--- src/rtl/stopwatch_ctrl_pkg.sv ---
// Shared types and helpers for the stopwatch sequencing controller.
// Imported by the prescaler, the controller and its interface users.
package stopwatch_pkg;

    typedef enum logic [1:0] {
        IDLE   = 2'd0,
        RUN    = 2'd1,
        PAUSED = 2'd2,
        SAT    = 2'd3
    } sw_state_e;

    function automatic int sw_div(input int clk_hz, input int tick_hz);
        return clk_hz / tick_hz;
    endfunction

    function automatic int presc_w(input int div);
        return (div > 1) ? $clog2(div) : 1;
    endfunction

endpackage

--- src/rtl/stopwatch_ctrl_if.sv ---
// Button pulses and counter-side signals of the stopwatch controller.
// The front end and counter path use master; the controller uses slave.
interface stopwatch_ctrl_if #(
    parameter int COUNT_W = 17
);
    logic               start_stop;
    logic               lap;
    logic               clear;
    logic [COUNT_W-1:0] count_in;
    logic               cnt_en;
    logic               cnt_clr;
    logic [COUNT_W-1:0] lap_value;
    logic               lap_valid;
    logic               overflow;
    logic [1:0]         state;

    modport master (
        output start_stop,
        output lap,
        output clear,
        output count_in,
        input  cnt_en,
        input  cnt_clr,
        input  lap_value,
        input  lap_valid,
        input  overflow,
        input  state
    );

    modport slave (
        input  start_stop,
        input  lap,
        input  clear,
        input  count_in,
        output cnt_en,
        output cnt_clr,
        output lap_value,
        output lap_valid,
        output overflow,
        output state
    );
endinterface

--- src/rtl/stopwatch_ctrl_ms_prescaler.sv ---
// Millisecond prescaler: counts 0..DIV-1 while run is high, holds otherwise.
// tick flags the terminal phase; zero is a synchronous clear.
module ms_prescaler
    import stopwatch_pkg::*;
#(
    parameter int DIV = 10,
    parameter int PW  = presc_w(DIV)
) (
    input  logic CLK,
    input  logic RST,
    input  logic run,
    input  logic zero,
    output logic tick
);

    localparam logic [PW-1:0] LAST = PW'(DIV - 1);

    logic [PW-1:0] p;

    assign tick = (p == LAST);

    always_ff @(posedge CLK or posedge RST) begin
        if (RST) begin
            p <= '0;
        end else if (zero) begin
            p <= '0;
        end else if (run) begin
            p <= tick ? '0 : p + PW'(1);
        end
    end

endmodule

--- src/rtl/stopwatch_ctrl.sv ---
// Stopwatch sequencing controller: run/pause/saturate FSM, 1 ms tick gating,
// counter clear and lap capture. All outputs are registered.
module stopwatch_ctrl
    import stopwatch_pkg::*;
#(
    parameter int CLK_HZ    = 100_000_000,
    parameter int TICK_HZ   = 1000,
    parameter int COUNT_W   = 17,
    parameter int MAX_COUNT = 99_999
) (
    input  logic      CLK,
    input  logic      RST,
    stopwatch_ctrl_if.slave bus
);

    localparam int    DIV  = sw_div(CLK_HZ, TICK_HZ);
    localparam longint CMAX = (longint'(1) << COUNT_W) - 1;

    if ((CLK_HZ % TICK_HZ) != 0 || DIV < 4) begin : g_bad_div
        $error("stopwatch_ctrl: CLK_HZ/TICK_HZ must be an integer >= 4");
    end

    if (longint'(MAX_COUNT) > CMAX) begin : g_bad_max
        $error("stopwatch_ctrl: MAX_COUNT does not fit in COUNT_W bits");
    end

    sw_state_e          st;
    logic               cnt_en_q;
    logic               cnt_clr_q;
    logic [COUNT_W-1:0] lap_value_q;
    logic               lap_valid_q;
    logic               overflow_q;

    logic ms_tick;
    logic at_max;
    logic presc_run;
    logic presc_zero;

    assign at_max = (bus.count_in == COUNT_W'(MAX_COUNT));

    // A pause landing on the terminal phase keeps p at DIV-1 so the
    // swallowed tick fires right after resume.
    assign presc_run  = (st == RUN) && !bus.clear
                        && !(ms_tick && bus.start_stop);
    assign presc_zero = bus.clear || ((st == IDLE) && bus.start_stop);

    ms_prescaler #(
        .DIV (DIV)
    ) u_presc (
        .CLK  (CLK),
        .RST  (RST),
        .run  (presc_run),
        .zero (presc_zero),
        .tick (ms_tick)
    );

    always_ff @(posedge CLK or posedge RST) begin
        if (RST) begin
            st          <= IDLE;
            cnt_en_q    <= 1'b0;
            cnt_clr_q   <= 1'b0;
            lap_value_q <= '0;
            lap_valid_q <= 1'b0;
            overflow_q  <= 1'b0;
        end else begin
            cnt_en_q    <= 1'b0;
            cnt_clr_q   <= bus.clear;
            lap_valid_q <= 1'b0;
            if (bus.clear) begin
                st          <= IDLE;
                overflow_q  <= 1'b0;
                lap_value_q <= '0;
            end else begin
                unique case (st)
                    IDLE: begin
                        if (bus.start_stop) st <= RUN;
                    end
                    RUN: begin
                        if (bus.start_stop) begin
                            st <= PAUSED;
                        end else if (ms_tick) begin
                            if (at_max) begin
                                st         <= SAT;
                                overflow_q <= 1'b1;
                            end else begin
                                cnt_en_q <= 1'b1;
                            end
                        end
                    end
                    PAUSED: begin
                        if (bus.start_stop) st <= RUN;
                    end
                    SAT: begin
                        st <= SAT;
                    end
                    default: begin
                        st <= IDLE;
                    end
                endcase
                if (bus.lap && st != IDLE) begin
                    lap_value_q <= bus.count_in;
                    lap_valid_q <= 1'b1;
                end
            end
        end
    end

    assign bus.state     = st;
    assign bus.cnt_en    = cnt_en_q;
    assign bus.cnt_clr   = cnt_clr_q;
    assign bus.lap_value = lap_value_q;
    assign bus.lap_valid = lap_valid_q;
    assign bus.overflow  = overflow_q;

endmodule

--- src/flat_wrapper.sv ---
// flat-port wrapper written by rule: the top's interface ports become plain ports
module stopwatch_ctrl_flat import stopwatch_pkg::*;
#(
    parameter int CLK_HZ    = 100_000_000,
    parameter int TICK_HZ   = 1000,
    parameter int COUNT_W   = 17,
    parameter int MAX_COUNT = 99_999
)
  (CLK, RST, bus_start_stop, bus_lap, bus_clear, bus_count_in, bus_cnt_en, bus_cnt_clr, bus_lap_value, bus_lap_valid, bus_overflow, bus_state);
  stopwatch_ctrl_if #(.COUNT_W(COUNT_W)) bus_i ();
  input  logic CLK;
  input  logic RST;
  input wire logic [$bits(bus_i.start_stop)-1:0] bus_start_stop;
  input wire logic [$bits(bus_i.lap)-1:0] bus_lap;
  input wire logic [$bits(bus_i.clear)-1:0] bus_clear;
  input wire logic [$bits(bus_i.count_in)-1:0] bus_count_in;
  output wire logic [$bits(bus_i.cnt_en)-1:0] bus_cnt_en;
  output wire logic [$bits(bus_i.cnt_clr)-1:0] bus_cnt_clr;
  output wire logic [$bits(bus_i.lap_value)-1:0] bus_lap_value;
  output wire logic [$bits(bus_i.lap_valid)-1:0] bus_lap_valid;
  output wire logic [$bits(bus_i.overflow)-1:0] bus_overflow;
  output wire logic [$bits(bus_i.state)-1:0] bus_state;
  assign bus_i.start_stop = bus_start_stop;
  assign bus_i.lap = bus_lap;
  assign bus_i.clear = bus_clear;
  assign bus_i.count_in = bus_count_in;
  assign bus_cnt_en = bus_i.cnt_en;
  assign bus_cnt_clr = bus_i.cnt_clr;
  assign bus_lap_value = bus_i.lap_value;
  assign bus_lap_valid = bus_i.lap_valid;
  assign bus_overflow = bus_i.overflow;
  assign bus_state = bus_i.state;
  stopwatch_ctrl #(.CLK_HZ(CLK_HZ), .TICK_HZ(TICK_HZ), .COUNT_W(COUNT_W), .MAX_COUNT(MAX_COUNT)) u_core (.CLK(CLK), .RST(RST), .bus(bus_i));
endmodule
--- config.mk ---
export PLATFORM = sky130hd
export DESIGN_NAME = stopwatch_ctrl_flat
export DESIGN_NICKNAME = d
export VERILOG_FILES = /design/src/rtl/stopwatch_ctrl_pkg.sv /design/src/rtl/stopwatch_ctrl_if.sv /design/src/rtl/stopwatch_ctrl_ms_prescaler.sv /design/src/rtl/stopwatch_ctrl.sv /design/src/flat_wrapper.sv
export SDC_FILE = /design/constraint.sdc
export NUM_CORES = 1
export LEC_CHECK = 0
export CAP_MARGIN = 20
export CORE_ASPECT_RATIO = 1.5
export CORE_MARGIN = 8
export CORE_UTILIZATION = 51
export CTS_BUF_LIST = sky130_fd_sc_hd__clkbuf_4 sky130_fd_sc_hd__clkbuf_8
export CTS_CLUSTER_DIAMETER = 60
export CTS_CLUSTER_SIZE = 8
export DETAILED_ROUTE_END_ITERATION = 10
export DONT_BUFFER_PORTS = 1
export PLACE_DENSITY = 0.68
export SYNTH_ARGS = -nofsm -noshare
export SYNTH_HDL_FRONTEND = slang
export SYNTH_SLANG_ARGS = --single-unit
--- constraint.sdc ---
create_clock -name CLK -period 2.9 [get_ports CLK]
set_clock_uncertainty 0.15 [all_clocks]
set_input_delay 0.435 -clock CLK [delete_from_list [all_inputs] [get_ports CLK]]
set_output_delay 0.435 -clock CLK [all_outputs]
set_load 0.05 [all_outputs]
==> impl_metrics.yaml, run 1 <==
run_status:
  outcome: "finished clean"
timing:
  fmax_mhz: 441
  finalSetupTns_ns: 0
  fin_hold_ws_ns: 0.0358
  rsz0062_at_grt: "no"
  hold_viol_final: 0
  worst_slew_pin_slew_ns: 1.04
  period_needed_ns: 2.27
  finalCritPeriodShare: 0.782
  slew_headroom: 0.301
  fin_ws_ns: 0.631
  setup_violations: 0
  slew_violations: 0
cts:
  path_clk_slew_ns: 0.08
  cts_tree: "built"
  clk_path_buf_depth: 2
  cts_max_level: 2
  root_buffer: "clkbuf_8"
  numCtsBuffers: 5
  ctsHoldBuffers: 2
  cts_sinks: 40
  cts_resized: 0
  post_cts_buffers: 0
  insertion_delay_ns: 0.30
placement:
  routabilityCongestion: 0.901
  portBuffers: 0
  hpwlAfterDp_um: 3390
  dp_slack_ns: 0.667
  dp.cells: 216
setup_path:
  path_delay_family: "simple AND/OR/NAND/NOR gates"
  cp.depth: 6
  cp_max_fo: 11
  critPathSlowestCell: "or3_2"
  cp-end-kind: "flip-flop"
  critical-path-max-stage-delay_ns: 0.55
  required_ns: 2.94
  critical_path.cell_chain: "ha_1 > nand4_1 > nor4_2 > buf_4 > or3_2 > o41ai_1"
  start_kind: "flip-flop"
  crit_buf_inv: 1
  r2r_cells: 6
  path_class: "flip-flop to flip-flop"
  worstPathArrival_ns: 2.31
synthesis:
  synthCells: 178
  yosysUniqueCellTypes: 40
  synth_edf_count: 0
  synth_nets: 201
  synth_warnings: 0
  syn_area_per_cell_um2: 10.6
  synthFlopType: "dfrtp_1"
  async_reset_ff_frac: 1.00
  postSynthRegisterBits: 40
  yosysSeqAreaShare: 0.530
  synth_area_mm2: 0.00189
layout:
  nNetsFinal: 205
  layout-drive-gt1-share: 0.142
  layout.cells.non_filler: 226
  fillers: 303
  syn_to_final_growth_pct: 7.69
  antenna_cells: 0
drt:
  via_per_inst: 6.37
  firstDrtPassIters: 4
  antenna_left: 0
  wl_per_cell_um: 19.8
  vias: 1439
  drt_iter0_drc: 53
  drc_errors: 0
  wirelength_um: 4470
pwr:
  power_density_mw_per_mm2: 543
  sw_frac_of_total: 0.291
  p_comb_frac: 0.078
  p_int_uw: 783
  power_frac_clock: 0.346
  pwr-share-seq: 0.577
  netSwitchingPower_uw: 322
  ir_worst_vdd_uv: 445
  total_power_uw: 1100
  leakage_uw: 0.000878
global_routing:
  antenna_found_initial: 0
  grt_max_degree: 20
  grt_pass1_vias: 1571
  grt-ovfl-total: 0
  grt_first_pass_wirelength_um: 7530
  grt_use_total: 0.160
die:
  std_cell_rows: 27
  die-area_mm2: 0.00595
  coreArea_mm2: 0.00361
  die_y_um: 90.5
  io_pins: 45
  dieWidth_um: 65.7
  start_util: 0.522
hold_path:
  hold_path_depth: 1
  min_path_type: "primary input to flip-flop"
run:
  drv_cap: 0
[cells by family after synthesis]
kind of cell,share of synthesized area
simple gates,0.194
compound gates,0.207
flops,0.530
buf+inv,0.0351
xor+xnor,0.0278
fa+ha+maj,0.00663
[synthesized netlist by cell type, types with 4 or more instances]
master    count  area share
a211oi_1      6       0.024
a21oi_1       4       0.011
a22o_1       17       0.079
clkbuf_1      5      0.0099
dfrtp_1      40        0.53
inv_1         4      0.0079
nand2_1      11       0.022
nand3_1       6       0.016
nand4_1       5       0.017
nor2_1       18       0.036
o21ai_0      13       0.034
or3_2         6       0.024
xor2_1        4       0.019
[cells in the final DEF, fill, tap and decap left out, types with 3 or more instances in the layout]
| cell | n |
|---|---|
| dfrtp_1 | 40 |
| nor2_1 | 18 |
| a22o_1 | 17 |
| o21ai_0 | 13 |
| nand2_1 | 11 |
| a211oi_1 | 6 |
| or3_2 | 6 |
| nand3_1 | 6 |
| nand4_1 | 5 |
| clkbuf_8 | 5 |
| a21oi_1 | 4 |
| inv_1 | 4 |
| xor2_1 | 4 |
| buf_4 | 4 |
| nand2b_1 | 3 |
| o31ai_1 | 3 |
[metal layers]
| metal | up-vias | track usage | share of wire |
|---|---|---|---|
| li1 | 665 | - | - |
| met5 | - | 0 | 0 |
| met4 | 0 | 0.0859 | 0.024 |
| met1 | 703 | 0.167 | 0.37 |
| met2 | 61 | 0.258 | 0.53 |
| met3 | 10 | 0.0683 | 0.083 |
[worst paths after layout]
kind	from	endpoint	slack [ns]
setup reg to reg	u_core.u_presc.p[0]	u_core.u_presc.p[6]	0.63
min in group asynchronous	RST	u_core.bus.lap_valid	0.51
setup / recovery	u_core.u_presc.p[0]	u_core.u_presc.p[6]	0.63
hold / removal	bus_clear	u_core.bus.state[1]	0.04
hold reg to reg	u_core.u_presc.p[10]	u_core.u_presc.p[10]	0.36
max in group asynchronous	RST	u_core.bus.lap_value[13]	1.41
[worst reg2reg max path: stages (launching register included)]
cell and delay, ns:
dfrtp_1 0.41, ha_1 0.25, nand4_1 0.17, nor4_2 0.07
buf_4 0.17, or3_2 0.55, o41ai_1 0.38
[sequential cells by signal, indices dropped and copies added, names as in the netlist]
name                  count
u_core.u_presc.p         17
u_core.bus.lap_valid      1
u_core.bus.state          2
u_core.bus.overflow       1
u_core.bus.cnt_en         1
u_core.bus.lap_value     17
u_core.bus.cnt_clr        1
[power groups by stage]
stage / combinational (µW) / sequential [µW] / clock (µW)
after floorplan: 67.6 / 649 / 0
after global placement: 81.2 / 649 / 0
after detailed placement: 84.7 / 648 / 0
after CTS: 86.9 / 638 / 390
after global routing: 95.7 / 639 / 408
final: 85.8 / 637 / 382
[layout make-up]
| class | instances | area, µm² | area share |
|---|---|---|---|
| Sequential cell | 40 | 1000 | 0.492 |
| Clock buffer | 6 | 76.3 | 0.0375 |
| Tap cell | 43 | 53.8 | 0.0265 |
| Timing Repair Buffer | 6 | 50.0 | 0.0246 |
| Multi-Input combinational cell | 125 | 821 | 0.404 |
| Clock inverter | 2 | 16.3 | 0.00800 |
| Inverter | 4 | 15.0 | 0.00738 |
[stage by stage]
step                cell area [µm²]   util
floorplan                      1890      -
global placement               1920  0.531
detailed placement             1920  0.531
CTS                            2030  0.562
global route                   2030  0.562
finish                         2030  0.562
Power figures use the tool's default switching activity.
==> run 2, diff against run 1 <==
==> constraint.sdc (replaced) <==
create_clock -name CLK -period 2.3 [get_ports CLK]
set_clock_uncertainty 0.15 [all_clocks]
set_input_delay 0.345 -clock CLK [delete_from_list [all_inputs] [get_ports CLK]]
set_output_delay 0.345 -clock CLK [all_outputs]
set_load 0.05 [all_outputs]
==> run 2 against run 1 <==
Against the previous run: final area increased by 2.2%; sequential share of layout area down 1.0 points; die area is the same; final cell count increased by 1.8%; sequential cell count stayed put; global-route usage is 0.28 points lower; maximum frequency up 4.2%; register-to-register slack worse by 0.51 ns; first-iteration DRC count increased by 40%; core utilization increased by 1.2 points; worst setup slack worse by 0.51 ns.
==> impl_metrics.yaml, run 2 (synthesized netlist as in run 1, its figures left out) <==
timing:
  fin_ws_ns: 0.123
  slew_violations: 0
  fin_hold_ws_ns: 0.0365
  slew_headroom: 0.576
  finalCritPeriodShare: 0.946
  finalSetupTns_ns: 0
  hold_viol_final: 0
  setup_violations: 0
  period_needed_ns: 2.18
  worst_slew_pin_slew_ns: 0.636
  rsz0062_at_grt: "no"
  fmax_mhz: 459
pwr:
  power_density_mw_per_mm2: 655
  netSwitchingPower_uw: 389
  sw_frac_of_total: 0.285
  p_comb_frac: 0.088
  pwr-share-seq: 0.589
  leakage_uw: 0.000903
  p_int_uw: 972
  power_frac_clock: 0.323
  ir_worst_vdd_uv: 401
drt:
  drc_errors: 0
  firstDrtPassIters: 4
  wirelength_um: 4450
  via_per_inst: 6.26
  antenna_left: 0
  vias: 1439
  wl_per_cell_um: 19.3
  drt_iter0_drc: 74
global_routing:
  grt-ovfl-total: 0
  grt_use_total: 0.157
  antenna_found_initial: 0
  grt_pass1_vias: 1586
  grt_max_degree: 21
  grt_first_pass_wirelength_um: 7470
layout:
  fillers: 300
  antenna_cells: 0
  layout-drive-gt1-share: 0.166
  syn_to_final_growth_pct: 10.0
  multi_input_area_um2: 843
  nNetsFinal: 210
  finalInstanceArea_mm2: 0.00208
  layout_commonest_cell: "dfrtp_1"
  ff_latch_area_mm2: 0.00100
  layout_common_cells: "dfrtp_1, nor2_1, a22o_1"
  fin_util: 0.575
cts:
  clk_path_buf_depth: 2
  insertion_delay_ns: 0.28
  path_clk_slew_ns: 0.07
  root_buffer: "clkbuf_8"
  numCtsBuffers: 5
  cts_tree: "built"
  cts_max_level: 2
  cts_sinks: 40
hold_path:
  min_path_type: "primary input to flip-flop"
setup_path:
  cp_max_fo: 12
  required_ns: 2.36
  worstPathArrival_ns: 2.24
  path_class: "flip-flop to flip-flop"
  cp-end-kind: "flip-flop"
  start_kind: "flip-flop"
die:
  std_cell_rows: 27
  die-area_mm2: 0.00595
  die_y_um: 90.5
  dieWidth_um: 65.7
  io_pins: 45
  start_util: 0.522
  coreArea_mm2: 0.00361
run_status:
  outcome: "finished clean"
placement:
  portBuffers: 0
  dp_slack_ns: 0.0553
  routabilityCongestion: 0.884
  dpl_cell_area_mm2: 0.00194
  hpwlAfterDp_um: 3280
run:
  drv_cap: 0
## run 2: final timing paths
check,startpoint,end,slack [ns],cells past startpoint
min in group asynchronous,RST,u_core.bus.lap_value[9],0.42,3
max reg2reg,u_core.u_presc.p[0],u_core.u_presc.p[5],0.12,7
max,u_core.u_presc.p[0],u_core.u_presc.p[5],0.12,7
max in group asynchronous,RST,u_core.u_presc.p[15],1.36,3
min reg2reg,u_core.u_presc.p[10],u_core.u_presc.p[10],0.36,1
min,bus_count_in[4],u_core.bus.lap_value[4],0.04,1
## run 2: final cells by class
class | instances | share of cell area
timing repair buffer | 10 | 0.0398
clock buffer | 5 | 0.0331
sequential | 40 | 0.482
clock inverter | 2 | 0.00602
tap | 43 | 0.0259
multi-input combinational | 126 | 0.406
inverter | 4 | 0.00723
## run 2: what timing repair did
action,in CTS,in global routing
hold buffers,3,0
buffers inserted,0,0
hold endpoints to repair,45,0
gates resized for setup,0,3
endpoints found under the setup margin,0,9
## run 2: power by group through the flow
stage | clock network (µW) | logic (µW) | registers, µW
4_1_cts | 447 | 114 | 802
3_5_place_dp | 0 | 108 | 816
3_3_place_gp | 0 | 104 | 816
6_report | 440 | 119 | 802
2_1_floorplan | 0 | 85.2 | 819
5_1_grt | 475 | 134 | 805
## run 2: stage by stage
step | instances | total power, µW
after global placement | 218 | 920
final | 230 | 1360
after CTS | 228 | 1360
after global routing | 230 | 1410
after floorplan | 178 | 904
after detailed placement | 218 | 924
## run 2: critical path, stage by stage (launching register included)
cell and delay [ns]:
dfrtp_1 0.41, ha_1 0.26, nand4_1 0.16, nor4_2 0.07, buf_4 0.17, o21ba_2 0.28, or3_2 0.46, a21oi_1 0.15
## run 2: layer usage
layer,vias up,part of all wire,global-route usage
li1,669,-,-
met1,708,0.36,0.163
met2,52,0.53,0.269
met3,10,0.085,0.0646
met4,0,0.021,0.0567
met5,-,0,0
